==> src/rtl/bp_sacc_spm_arbiter_if.sv <==
`default_nettype none
// ============================================================================
//  Module   : bp_sacc_spm_arbiter_if
//  Purpose  : Bundles the two requester channels and the SRAM port of the
//             scratchpad arbiter into one interface.
//             slave  - arbiter side (drives ready/response/SRAM outputs)
//             master - environment side (requesters and SRAM macro)
//  Signals  : ext_*  external uncached I/O requester (valid/ready request,
//                    valid/yumi response)
//             int_*  internal compute sequencer (valid/ready request,
//                    response without backpressure)
//             mem_*  1RW synchronous SRAM port, 1-cycle read latency
//             perf_conflicts_o  conflict counter (0 unless perf build)
//  Revision : 1.0  initial release
// ============================================================================
interface bp_sacc_spm_arbiter_if #(
  parameter int data_width_p = 64,
  parameter int els_p        = 20,
  parameter int addr_width_p = 40
);
  localparam int c_idx_w = (els_p > 1) ? $clog2(els_p) : 1;

  logic                    ext_v_i;
  logic                    ext_w_i;
  logic [addr_width_p-1:0] ext_addr_i;
  logic [data_width_p-1:0] ext_data_i;
  logic                    ext_ready_o;
  logic                    ext_v_o;
  logic [data_width_p-1:0] ext_data_o;
  logic                    ext_yumi_i;

  logic                    int_v_i;
  logic                    int_w_i;
  logic [addr_width_p-1:0] int_addr_i;
  logic [data_width_p-1:0] int_data_i;
  logic                    int_ready_o;
  logic                    int_v_o;
  logic [data_width_p-1:0] int_data_o;

  logic                    mem_v_o;
  logic                    mem_w_o;
  logic [c_idx_w-1:0]      mem_addr_o;
  logic [data_width_p-1:0] mem_data_o;
  logic [data_width_p-1:0] mem_data_i;

  logic [31:0]             perf_conflicts_o;

  modport slave (
    input  ext_v_i, ext_w_i, ext_addr_i, ext_data_i, ext_yumi_i,
    output ext_ready_o, ext_v_o, ext_data_o,
    input  int_v_i, int_w_i, int_addr_i, int_data_i,
    output int_ready_o, int_v_o, int_data_o,
    output mem_v_o, mem_w_o, mem_addr_o, mem_data_o,
    input  mem_data_i,
    output perf_conflicts_o
  );

  modport master (
    output ext_v_i, ext_w_i, ext_addr_i, ext_data_i, ext_yumi_i,
    input  ext_ready_o, ext_v_o, ext_data_o,
    output int_v_i, int_w_i, int_addr_i, int_data_i,
    input  int_ready_o, int_v_o, int_data_o,
    input  mem_v_o, mem_w_o, mem_addr_o, mem_data_o,
    output mem_data_i,
    input  perf_conflicts_o
  );
endinterface
`default_nettype wire

==> src/rtl/bp_sacc_spm_arbiter.sv <==
`default_nettype none
// ============================================================================
//  Module   : bp_sacc_spm_arbiter
//  Purpose  : Shares a single-port 1RW synchronous scratchpad between the
//             external uncached I/O path and the internal compute sequencer.
//             Internal has default priority; the external side is promoted
//             after starve_limit_p consecutive denied cycles. External
//             responses are held in a 1-entry buffer until yumi.
//  Ports    : clk_i    clock
//             reset_i  asynchronous active-high reset
//             bus      bp_sacc_spm_arbiter_if.slave (ext_*, int_*, mem_*,
//                      perf_conflicts_o)
//  Options  : BP_SACC_SPM_ARB_PERF_EN - enables the 32-bit wrapping conflict
//             counter on perf_conflicts_o; otherwise it is tied to 0.
//  Revision : 1.0  initial release
// ============================================================================
module bp_sacc_spm_arbiter #(
  parameter int data_width_p   = 64,
  parameter int els_p          = 20,
  parameter int addr_width_p   = 40,
  parameter int starve_limit_p = 4
) (
  input  wire logic             clk_i,
  input  wire logic             reset_i,
  bp_sacc_spm_arbiter_if.slave  bus
);

  localparam int c_idx_w  = (els_p > 1) ? $clog2(els_p) : 1;
  localparam int c_widx_w = addr_width_p - 3;
  localparam logic [c_widx_w-1:0] c_els          = c_widx_w'(els_p);
  localparam logic [3:0]          c_starve_limit = 4'(starve_limit_p);

  // --------------------------------------------------------------------------
  // State
  // --------------------------------------------------------------------------
  logic                    r_int_rd_pend;  // int read granted last cycle
  logic                    r_int_oor;      // that read was out of range
  logic                    r_ext_pend;     // ext op granted last cycle
  logic                    r_ext_rd;       // ... and it was a read
  logic                    r_ext_oor;      // ... and it was out of range
  logic                    r_buf_v;        // held external response
  logic [data_width_p-1:0] r_buf_data;
  logic [3:0]              r_starve_cnt;

  // --------------------------------------------------------------------------
  // Address decode: byte address -> word index, range check on full index
  // --------------------------------------------------------------------------
  logic [c_widx_w-1:0] w_ext_widx;
  logic [c_widx_w-1:0] w_int_widx;
  logic                w_ext_oor;
  logic                w_int_oor;
  logic                w_unused_addr_bits;

  assign w_ext_widx = bus.ext_addr_i[addr_width_p-1:3];
  assign w_int_widx = bus.int_addr_i[addr_width_p-1:3];
  assign w_ext_oor  = (w_ext_widx >= c_els);
  assign w_int_oor  = (w_int_widx >= c_els);
  assign w_unused_addr_bits = ^{bus.ext_addr_i[2:0], bus.int_addr_i[2:0]};

  // --------------------------------------------------------------------------
  // Eligibility and grant
  // --------------------------------------------------------------------------
  logic w_ext_busy;
  logic w_ext_elig;
  logic w_int_elig;
  logic w_starved;
  logic w_ext_grant;
  logic w_int_grant;

  // While a response is in flight or held, the external side may not issue;
  // this keeps at most one outstanding external op and makes the buffer
  // a single entry.
  assign w_ext_busy  = r_ext_pend | r_buf_v;
  assign w_ext_elig  = ~reset_i & bus.ext_v_i & ~w_ext_busy;
  assign w_int_elig  = ~reset_i & bus.int_v_i;
  assign w_starved   = (r_starve_cnt == c_starve_limit);
  assign w_ext_grant = w_ext_elig & (w_starved | ~w_int_elig);
  assign w_int_grant = w_int_elig & ~w_ext_grant;

  assign bus.ext_ready_o = w_ext_grant;
  assign bus.int_ready_o = w_int_grant;

  // --------------------------------------------------------------------------
  // SRAM drive: out-of-range requests are accepted but never reach the array
  // --------------------------------------------------------------------------
  logic [c_widx_w-1:0] w_sel_widx;
  logic                w_sel_w;

  assign w_sel_widx     = w_ext_grant ? w_ext_widx : w_int_widx;
  assign w_sel_w        = w_ext_grant ? bus.ext_w_i : bus.int_w_i;
  assign bus.mem_v_o    = (w_ext_grant & ~w_ext_oor) | (w_int_grant & ~w_int_oor);
  assign bus.mem_w_o    = bus.mem_v_o & w_sel_w;
  assign bus.mem_addr_o = w_sel_widx[c_idx_w-1:0];
  assign bus.mem_data_o = w_ext_grant ? bus.ext_data_i : bus.int_data_i;

  // --------------------------------------------------------------------------
  // Responses. The SRAM output is valid the cycle after the grant and is
  // forwarded combinationally; the ext buffer captures it only if the
  // response was not consumed in that same cycle.
  // --------------------------------------------------------------------------
  logic [data_width_p-1:0] w_ext_rsp_data;

  assign w_ext_rsp_data = (r_ext_rd & ~r_ext_oor) ? bus.mem_data_i : '0;

  assign bus.ext_v_o    = w_ext_busy;
  assign bus.ext_data_o = r_ext_pend ? w_ext_rsp_data : r_buf_data;

  assign bus.int_v_o    = r_int_rd_pend;
  assign bus.int_data_o = r_int_oor ? '0 : bus.mem_data_i;

  always_ff @(posedge clk_i or posedge reset_i) begin
    if (reset_i) begin
      r_int_rd_pend <= 1'b0;
      r_int_oor     <= 1'b0;
      r_ext_pend    <= 1'b0;
      r_ext_rd      <= 1'b0;
      r_ext_oor     <= 1'b0;
    end else begin
      r_int_rd_pend <= w_int_grant & ~bus.int_w_i;
      r_int_oor     <= w_int_grant & w_int_oor;
      r_ext_pend    <= w_ext_grant;
      r_ext_rd      <= w_ext_grant & ~bus.ext_w_i;
      r_ext_oor     <= w_ext_grant & w_ext_oor;
    end
  end

  always_ff @(posedge clk_i or posedge reset_i) begin
    if (reset_i) begin
      r_buf_v    <= 1'b0;
      r_buf_data <= '0;
    end else if (r_ext_pend && !bus.ext_yumi_i) begin
      r_buf_v    <= 1'b1;
      r_buf_data <= w_ext_rsp_data;
    end else if (r_buf_v && bus.ext_yumi_i) begin
      r_buf_v    <= 1'b0;
      r_buf_data <= '0;
    end
  end

  // --------------------------------------------------------------------------
  // Starvation counter: counts consecutive denied-while-eligible cycles
  // --------------------------------------------------------------------------
  always_ff @(posedge clk_i or posedge reset_i) begin
    if (reset_i) begin
      r_starve_cnt <= 4'd0;
    end else if (w_ext_elig && !w_ext_grant) begin
      r_starve_cnt <= w_starved ? r_starve_cnt : r_starve_cnt + 4'd1;
    end else begin
      r_starve_cnt <= 4'd0;
    end
  end

  // --------------------------------------------------------------------------
  // Optional conflict counter
  // --------------------------------------------------------------------------
`ifdef BP_SACC_SPM_ARB_PERF_EN
  logic [31:0] r_perf_conflicts;

  always_ff @(posedge clk_i or posedge reset_i) begin
    if (reset_i) begin
      r_perf_conflicts <= 32'd0;
    end else if (w_ext_elig && w_int_elig) begin
      r_perf_conflicts <= r_perf_conflicts + 32'd1;
    end
  end

  assign bus.perf_conflicts_o = r_perf_conflicts;
`else
  assign bus.perf_conflicts_o = 32'd0;
`endif

endmodule
`default_nettype wire

==> src/flat_wrapper.sv <==
// flat-port wrapper written by rule: the top's interface ports become plain ports
module bp_sacc_spm_arbiter_flat 
#(
  parameter int data_width_p   = 64,
  parameter int els_p          = 20,
  parameter int addr_width_p   = 40,
  parameter int starve_limit_p = 4
)
  (clk_i, reset_i, bus_ext_v_i, bus_ext_w_i, bus_ext_addr_i, bus_ext_data_i, bus_ext_yumi_i, bus_ext_ready_o, bus_ext_v_o, bus_ext_data_o, bus_int_v_i, bus_int_w_i, bus_int_addr_i, bus_int_data_i, bus_int_ready_o, bus_int_v_o, bus_int_data_o, bus_mem_v_o, bus_mem_w_o, bus_mem_addr_o, bus_mem_data_o, bus_mem_data_i, bus_perf_conflicts_o);
  bp_sacc_spm_arbiter_if #(.data_width_p(data_width_p), .els_p(els_p), .addr_width_p(addr_width_p)) bus_i ();
  input  wire logic clk_i;
  input  wire logic reset_i;
  input wire logic [$bits(bus_i.ext_v_i)-1:0] bus_ext_v_i;
  input wire logic [$bits(bus_i.ext_w_i)-1:0] bus_ext_w_i;
  input wire logic [$bits(bus_i.ext_addr_i)-1:0] bus_ext_addr_i;
  input wire logic [$bits(bus_i.ext_data_i)-1:0] bus_ext_data_i;
  input wire logic [$bits(bus_i.ext_yumi_i)-1:0] bus_ext_yumi_i;
  output wire logic [$bits(bus_i.ext_ready_o)-1:0] bus_ext_ready_o;
  output wire logic [$bits(bus_i.ext_v_o)-1:0] bus_ext_v_o;
  output wire logic [$bits(bus_i.ext_data_o)-1:0] bus_ext_data_o;
  input wire logic [$bits(bus_i.int_v_i)-1:0] bus_int_v_i;
  input wire logic [$bits(bus_i.int_w_i)-1:0] bus_int_w_i;
  input wire logic [$bits(bus_i.int_addr_i)-1:0] bus_int_addr_i;
  input wire logic [$bits(bus_i.int_data_i)-1:0] bus_int_data_i;
  output wire logic [$bits(bus_i.int_ready_o)-1:0] bus_int_ready_o;
  output wire logic [$bits(bus_i.int_v_o)-1:0] bus_int_v_o;
  output wire logic [$bits(bus_i.int_data_o)-1:0] bus_int_data_o;
  output wire logic [$bits(bus_i.mem_v_o)-1:0] bus_mem_v_o;
  output wire logic [$bits(bus_i.mem_w_o)-1:0] bus_mem_w_o;
  output wire logic [$bits(bus_i.mem_addr_o)-1:0] bus_mem_addr_o;
  output wire logic [$bits(bus_i.mem_data_o)-1:0] bus_mem_data_o;
  input wire logic [$bits(bus_i.mem_data_i)-1:0] bus_mem_data_i;
  output wire logic [$bits(bus_i.perf_conflicts_o)-1:0] bus_perf_conflicts_o;
  assign bus_i.ext_v_i = bus_ext_v_i;
  assign bus_i.ext_w_i = bus_ext_w_i;
  assign bus_i.ext_addr_i = bus_ext_addr_i;
  assign bus_i.ext_data_i = bus_ext_data_i;
  assign bus_i.ext_yumi_i = bus_ext_yumi_i;
  assign bus_ext_ready_o = bus_i.ext_ready_o;
  assign bus_ext_v_o = bus_i.ext_v_o;
  assign bus_ext_data_o = bus_i.ext_data_o;
  assign bus_i.int_v_i = bus_int_v_i;
  assign bus_i.int_w_i = bus_int_w_i;
  assign bus_i.int_addr_i = bus_int_addr_i;
  assign bus_i.int_data_i = bus_int_data_i;
  assign bus_int_ready_o = bus_i.int_ready_o;
  assign bus_int_v_o = bus_i.int_v_o;
  assign bus_int_data_o = bus_i.int_data_o;
  assign bus_mem_v_o = bus_i.mem_v_o;
  assign bus_mem_w_o = bus_i.mem_w_o;
  assign bus_mem_addr_o = bus_i.mem_addr_o;
  assign bus_mem_data_o = bus_i.mem_data_o;
  assign bus_i.mem_data_i = bus_mem_data_i;
  assign bus_perf_conflicts_o = bus_i.perf_conflicts_o;
  bp_sacc_spm_arbiter #(.data_width_p(data_width_p), .els_p(els_p), .addr_width_p(addr_width_p), .starve_limit_p(starve_limit_p)) u_core (.clk_i(clk_i), .reset_i(reset_i), .bus(bus_i));
endmodule
==> config.mk <==
export PLATFORM = sky130hd
export DESIGN_NAME = bp_sacc_spm_arbiter_flat
export DESIGN_NICKNAME = d
export VERILOG_FILES = /design/src/rtl/bp_sacc_spm_arbiter_if.sv /design/src/rtl/bp_sacc_spm_arbiter.sv /design/src/flat_wrapper.sv
export SDC_FILE = /design/constraint.sdc
export NUM_CORES = 1
export LEC_CHECK = 0
export BUFFER_PORTS_ARGS = -buffer_cell sky130_fd_sc_hd__buf_2
export CAP_MARGIN = 10
export CELL_PAD_IN_SITES_DETAIL_PLACEMENT = 0
export CELL_PAD_IN_SITES_GLOBAL_PLACEMENT = 1
export CORE_AREA = 5 5 197 199
export CTS_CLUSTER_DIAMETER = 30
export DETAILED_ROUTE_END_ITERATION = 10
export DIE_AREA = 0 0 202 204
export PLACE_DENSITY_LB_ADDON = 0.1
export SLEW_MARGIN = 0
export SYNTH_ARGS = -nofsm -noshare
export SYNTH_HDL_FRONTEND = slang
export SYNTH_SLANG_ARGS = --single-unit
export TNS_END_PERCENT = 30
==> constraint.sdc <==
create_clock -name clk_i -period 4.85 [get_ports clk_i]
set_input_delay 0.485 -clock clk_i [delete_from_list [all_inputs] [get_ports clk_i]]
set_output_delay 0.485 -clock clk_i [all_outputs]
set_load 0.03 [all_outputs]
; Yosys cells after proc, flatten, opt, wreduce, memory -nomap -nowiden
; Index checks and enable logic that the tools add are counted.
[op_classes]
add_sub_neg = 1
n_lt_le_gt_ge = 2
n_eq_ne = 2
muxes = 12
bitwise = 25
reduce_logical = 6
[op_table]
columns = cell, count
row1 = $mux W64, 6
row2 = $ge A37 B5 Y1 const B, 2
row3 = $and A1 B1 Y1, 13
row4 = $not A1 Y1, 9
row5 = $mux W4, 2
row6 = $mux W5, 1
row7 = $add A4 B1 Y4 const B, 1
row8 = $eq A4 B3 Y1 const B, 1
row9 = $logic_and A1 B1 Y1, 3
row10 = $mux W1, 3
row11 = $or A1 B1 Y1, 3
row12 = $logic_not A1 Y1, 2
row13 = $ne A2 B2 Y1 const B, 1
row14 = $reduce_bool A2 Y1, 1
[word_totals]
register_bits = 74
in_bits = 279
out_inout_bits = 235
wordCells = 56

; Logic depth before layout (Yosys ltp)
[logic_depth]
ltp_word = 10
mapped_depth = 7
ltp_nobuf = 6

; Worst setup path before layout
; Ideal clock, no wire load.
[synth_timing]
kind = in2out
start = input port bus_ext_v_i
end = output port bus_mem_addr_o[0]
t_arrival_ns = 1.938
t_required_ns = 4.365
path_slack_ns = 2.427
cell_stages = 5
n_path_buf = 2
path_cell_list = or3b_1 > a211oi_2 > buf_4 > buf_6 > mux2_1
[synth_via]
elab_chain_cells = 4
[synth_rtl]
columns = item, line
row1 = from (decl), flat_wrapper.sv:13  ; input wire logic [$bits(bus_i.ext_v_i)-1:0] bus_ext_v_i;
row2 = $and A1 B1 Y1 (2 in a row), bp_sacc_spm_arbiter.sv:74  ; assign w_ext_elig = ~reset_i & bus.ext_v_i & ~w_ext_busy;
row3 = $and A1 B1 Y1, bp_sacc_spm_arbiter.sv:77  ; assign w_ext_grant = w_ext_elig & (w_starved | ~w_int_elig);
row4 = net bus_ext_ready_o, flat_wrapper.sv:18  ; output wire logic [$bits(bus_i.ext_ready_o)-1:0] bus_ext_ready_o;
row5 = $mux W5, bp_sacc_spm_arbiter.sv:89  ; assign w_sel_widx = w_ext_grant ? w_ext_widx : w_int_widx;
row6 = to (decl), flat_wrapper.sv:30  ; output wire logic [$bits(bus_i.mem_addr_o)-1:0] bus_mem_addr_o;
; The timed path passes the listed nets, and every way through them passes these cells.

; Worst setup path after layout
[layout_timing]
start = register u_core.r_ext_pend
end = output port bus_ext_data_o[4]
[layout_via]
elab_chain_cells = 1
[layout_rtl]
columns = item, line
row1 = from (decl), bp_sacc_spm_arbiter.sv:38  ; logic r_ext_pend;
row2 = from (signal assigned), bp_sacc_spm_arbiter.sv:121  ; r_ext_pend <= w_ext_grant;
row3 = $mux W64, bp_sacc_spm_arbiter.sv:106  ; assign bus.ext_data_o = r_ext_pend ? w_ext_rsp_data : r_buf_data;
row4 = to (decl), flat_wrapper.sv:20  ; output wire logic [$bits(bus_i.ext_data_o)-1:0] bus_ext_data_o;
; Every way passes these cells.

==> results.yml <==
outcome:
  outcome: "completed"
worst_hold_path:
  hold_path.class: "input port to async pin"
floorplan:
  initial_core_util_pct: 14.2
  num_rows: 71
  coreArea_um2: 37000
  die_y_um: 204
  fp.dieW_um: 202
  io_pins: 514
  die_area_um2: 41200
timing:
  post-route-period-util_pct: 69.1
  slew_viol_final: 0
  clock.fmax_ghz: 0.298
  holdWs_ns: 0.297
  setup_tns_ns: 0
  finalHoldViolations: 0
  setup_violations: 0
  rsz0062_at_grt: "no"
  relSlewSlack_pct: 41.1
  period_needed_ns: 3.35
  fin_skew_ns: 0.00681
  worst_pin_slew_ns: 0.884
yosys:
  syn_inst: 598
  synth_cell_type_count: 35
  yosysSeqAreaShare_pct: 35.3
  ys_seq_elements: 74
  yosys_warnings: 0
  synth_area_um2: 5250
  syn_area_per_cell_um2: 8.78
finish:
  multiInputGateArea_um2: 2820
  drive_above_1_share_pct: 49.1
  fillers: 4211
  syn_to_final_growth_pct: 58.8
  layout_commonest_cell: "buf_2"
  nets: 1334
  final_cell_mix: "buf_2 (475), dfrtp_1 (72), inv_1 (69), o21ai_0 (67)"
  regArea_um2: 1850
cts:
  cts_setup_buffers: 0
  clkSinkCount: 74
  path_clk_slew_ns: 0.06
  htreeDepth: 3
  numCtsBuffers: 9
  insertion_delay_ns: 0.35
  ctsLongestPathBuffers: 2
  tritoncts: "yes"
  holdBufCountCts: 0
  cts_resized: 0
  cts-root-buf: "clkbuf_16"
setup_path:
  critPathLaunchType: "register"
  worst_ep_required_time_ns: 4.37
  crit_arrival_ns: 2.87
  cp_num_buf_inv: 3
  critical-path-top-delay-family: "buffers and inverters"
  cpPeakStageDelay_ns: 0.55
  rr_worst_depth: 5
  path_class: "register to output port"
  crit_slowest_cell: "buf_4"
  cp_common_cell: "nand2_1"
  crit_path_end_kind: "output port"
  cp_max_fo: 67
  crit_cells: 7
  crit_chain: "buf_4, nand2_1, nor2_4, buf_12, nand2_1, o21ai_0, buf_2"
global_route:
  grt.overflow.total: 0
  grt_first_pass_wirelength_um: 41600
  track_usage_pct: 13.5
  antenna_found_initial: 18
  grt_pass1_vias: 6076
  grt_max_degree: 68
route:
  drc: 0
  vias: 5934
  drtIter0Drc: 197
  first_pass_iters: 4
  wl_um: 29600
  antenna_left: 0
  avgRoutedWirePerCell_um: 19.2
  vias_per_cell: 3.86
pwr:
  peakVddDrop_uv: 155
  power.density_nw_per_um2: 238
  p_leak_uw: 0.00430
placed_design:
  place.gp.congestion: 0.815
  dpl.hpwl_um: 23700
  numPortBuffers: 475
job:
  maxCapViolCount: 0
==> report_power, final <==
| group | switching (µW) | internal [µW] | leakage [µW] | total [µW] |
|---|---|---|---|---|
| sequential | 7.19 | 630 | 0.00103 | 638 |
| clock | 276 | 463 | 0.000156 | 739 |
| combinational | 407 | 202 | 0.00312 | 608 |
==> through the flow <==
| step | cells | total power, µW | setup WS [ns] | util [%] | instance area [µm²] |
|---|---|---|---|---|---|
| after floorplan | 629 | 1020 | 2.43 | - | 5370 |
| after global placement | 1516 | 1270 | 1.65 | 21.6 | 8010 |
| after detailed placement | 1516 | 1270 | 1.68 | 21.6 | 8010 |
| after CTS | 1532 | 2040 | 1.26 | 22.5 | 8330 |
| after global routing | 1536 | 2090 | 1.18 | 22.5 | 8340 |
| final | 1537 | 1990 | 1.50 | 22.5 | 8340 |
==> worst reg2reg max path, stage by stage, from the launching register on <==
cell     delay, ns
dfrtp_2       0.35
buf_4         0.55
nand2_1       0.28
nor3_4        0.16
buf_4         0.63
a22o_1        0.36
==> cell families after synthesis <==
family | synth area share, %
muxes | 15.2
other | 0.0714
AOI/OAI and AO/OA | 17.7
xor gates and xnor gates | 0.334
adders and majority gates | 0.476
and+or+nand+nor | 17.1
DFF | 35.3
buffers and inverters | 13.9
==> Yosys cell counts <==
library cell	n	area, µm²
a21oi_1	1	5.00
nor3_2	1	10.0
a211oi_2	1	12.5
mux2_2	12	135
clkbuf_1	25	93.8
nand2_1	66	248
inv_1	70	263
or2_2	1	6.26
nor2b_1	66	413
mux2i_1	1	10.0
nor4b_1	1	8.76
and3_1	2	12.5
a22o_1	64	561
conb_1	1	3.75
buf_2	8	40.0
a21boi_1	1	7.51
ha_1	2	25.0
or3b_1	1	8.76
dfrtp_1	74	1850
and2_1	1	6.26
nor2_1	10	37.5
nand4_1	2	12.5
o21a_1	1	7.51
or4_1	2	15.0
mux2_1	58	653
nand3b_1	1	7.51
o21ai_0	67	335
buf_8	5	75.1
nor4_1	14	87.6
buf_6	1	11.3
nand3_1	1	5.00
and4_1	2	17.5
xnor2_1	1	8.76
buf_4	33	248
xor2_1	1	8.76
==> routing by layer <==
metal	part of all wire, %	wire [µm]	global-route usage (%)	up-vias
met2	50	14700	23.6	253
met5	0.51	151	0	-
li1	-	-	-	2874
met3	9.0	2660	5.66	47
met1	39	11600	15.3	2734
met4	1.5	447	3.66	26
==> layout make-up <==
cell class | count | area share, %
Sequential cell | 74 | 22.2
Multi-Input combinational cell | 413 | 33.8
Clock buffer | 11 | 2.91
Clock inverter | 5 | 0.930
Inverter | 70 | 3.17
Tap cell | 474 | 7.11
Antenna cell | 5 | 0.150
Timing Repair Buffer | 485 | 29.7
==> state kept, by name, indices dropped and copies added (netlist names) <==
name,cells
u_core.bus.int_v_o,1
u_core.r_buf_data,64
u_core.r_buf_v,1
u_core.r_ext_oor,1
u_core.r_ext_pend,1
u_core.r_ext_rd,1
u_core.r_int_oor,1
u_core.r_starve_cnt,4
==> worst paths after layout <==
| path | from | endpoint | slack (ns) |
|---|---|---|---|
| setup / recovery | u_core.r_ext_pend$_DFF_PP0_ | bus_ext_data_o[4] | 1.50 |
| setup reg to reg | u_core.r_ext_pend$_DFF_PP0_ | u_core.r_buf_data[21]$_DFFE_PP0P_ | 2.46 |
| hold / removal | reset_i | u_core.bus.int_v_o$_DFF_PP0_ | 0.30 |
| max in group asynchronous | reset_i | u_core.r_buf_data[30]$_DFFE_PP0P_ | 3.56 |
| min in group clk_i | bus_int_w_i | u_core.bus.int_v_o$_DFF_PP0_ | 0.30 |
| hold reg to reg | u_core.r_starve_cnt[0]$_DFFE_PP0P_ | u_core.r_starve_cnt[0]$_DFFE_PP0P_ | 0.50 |
(Power assumes the default switching activity.)
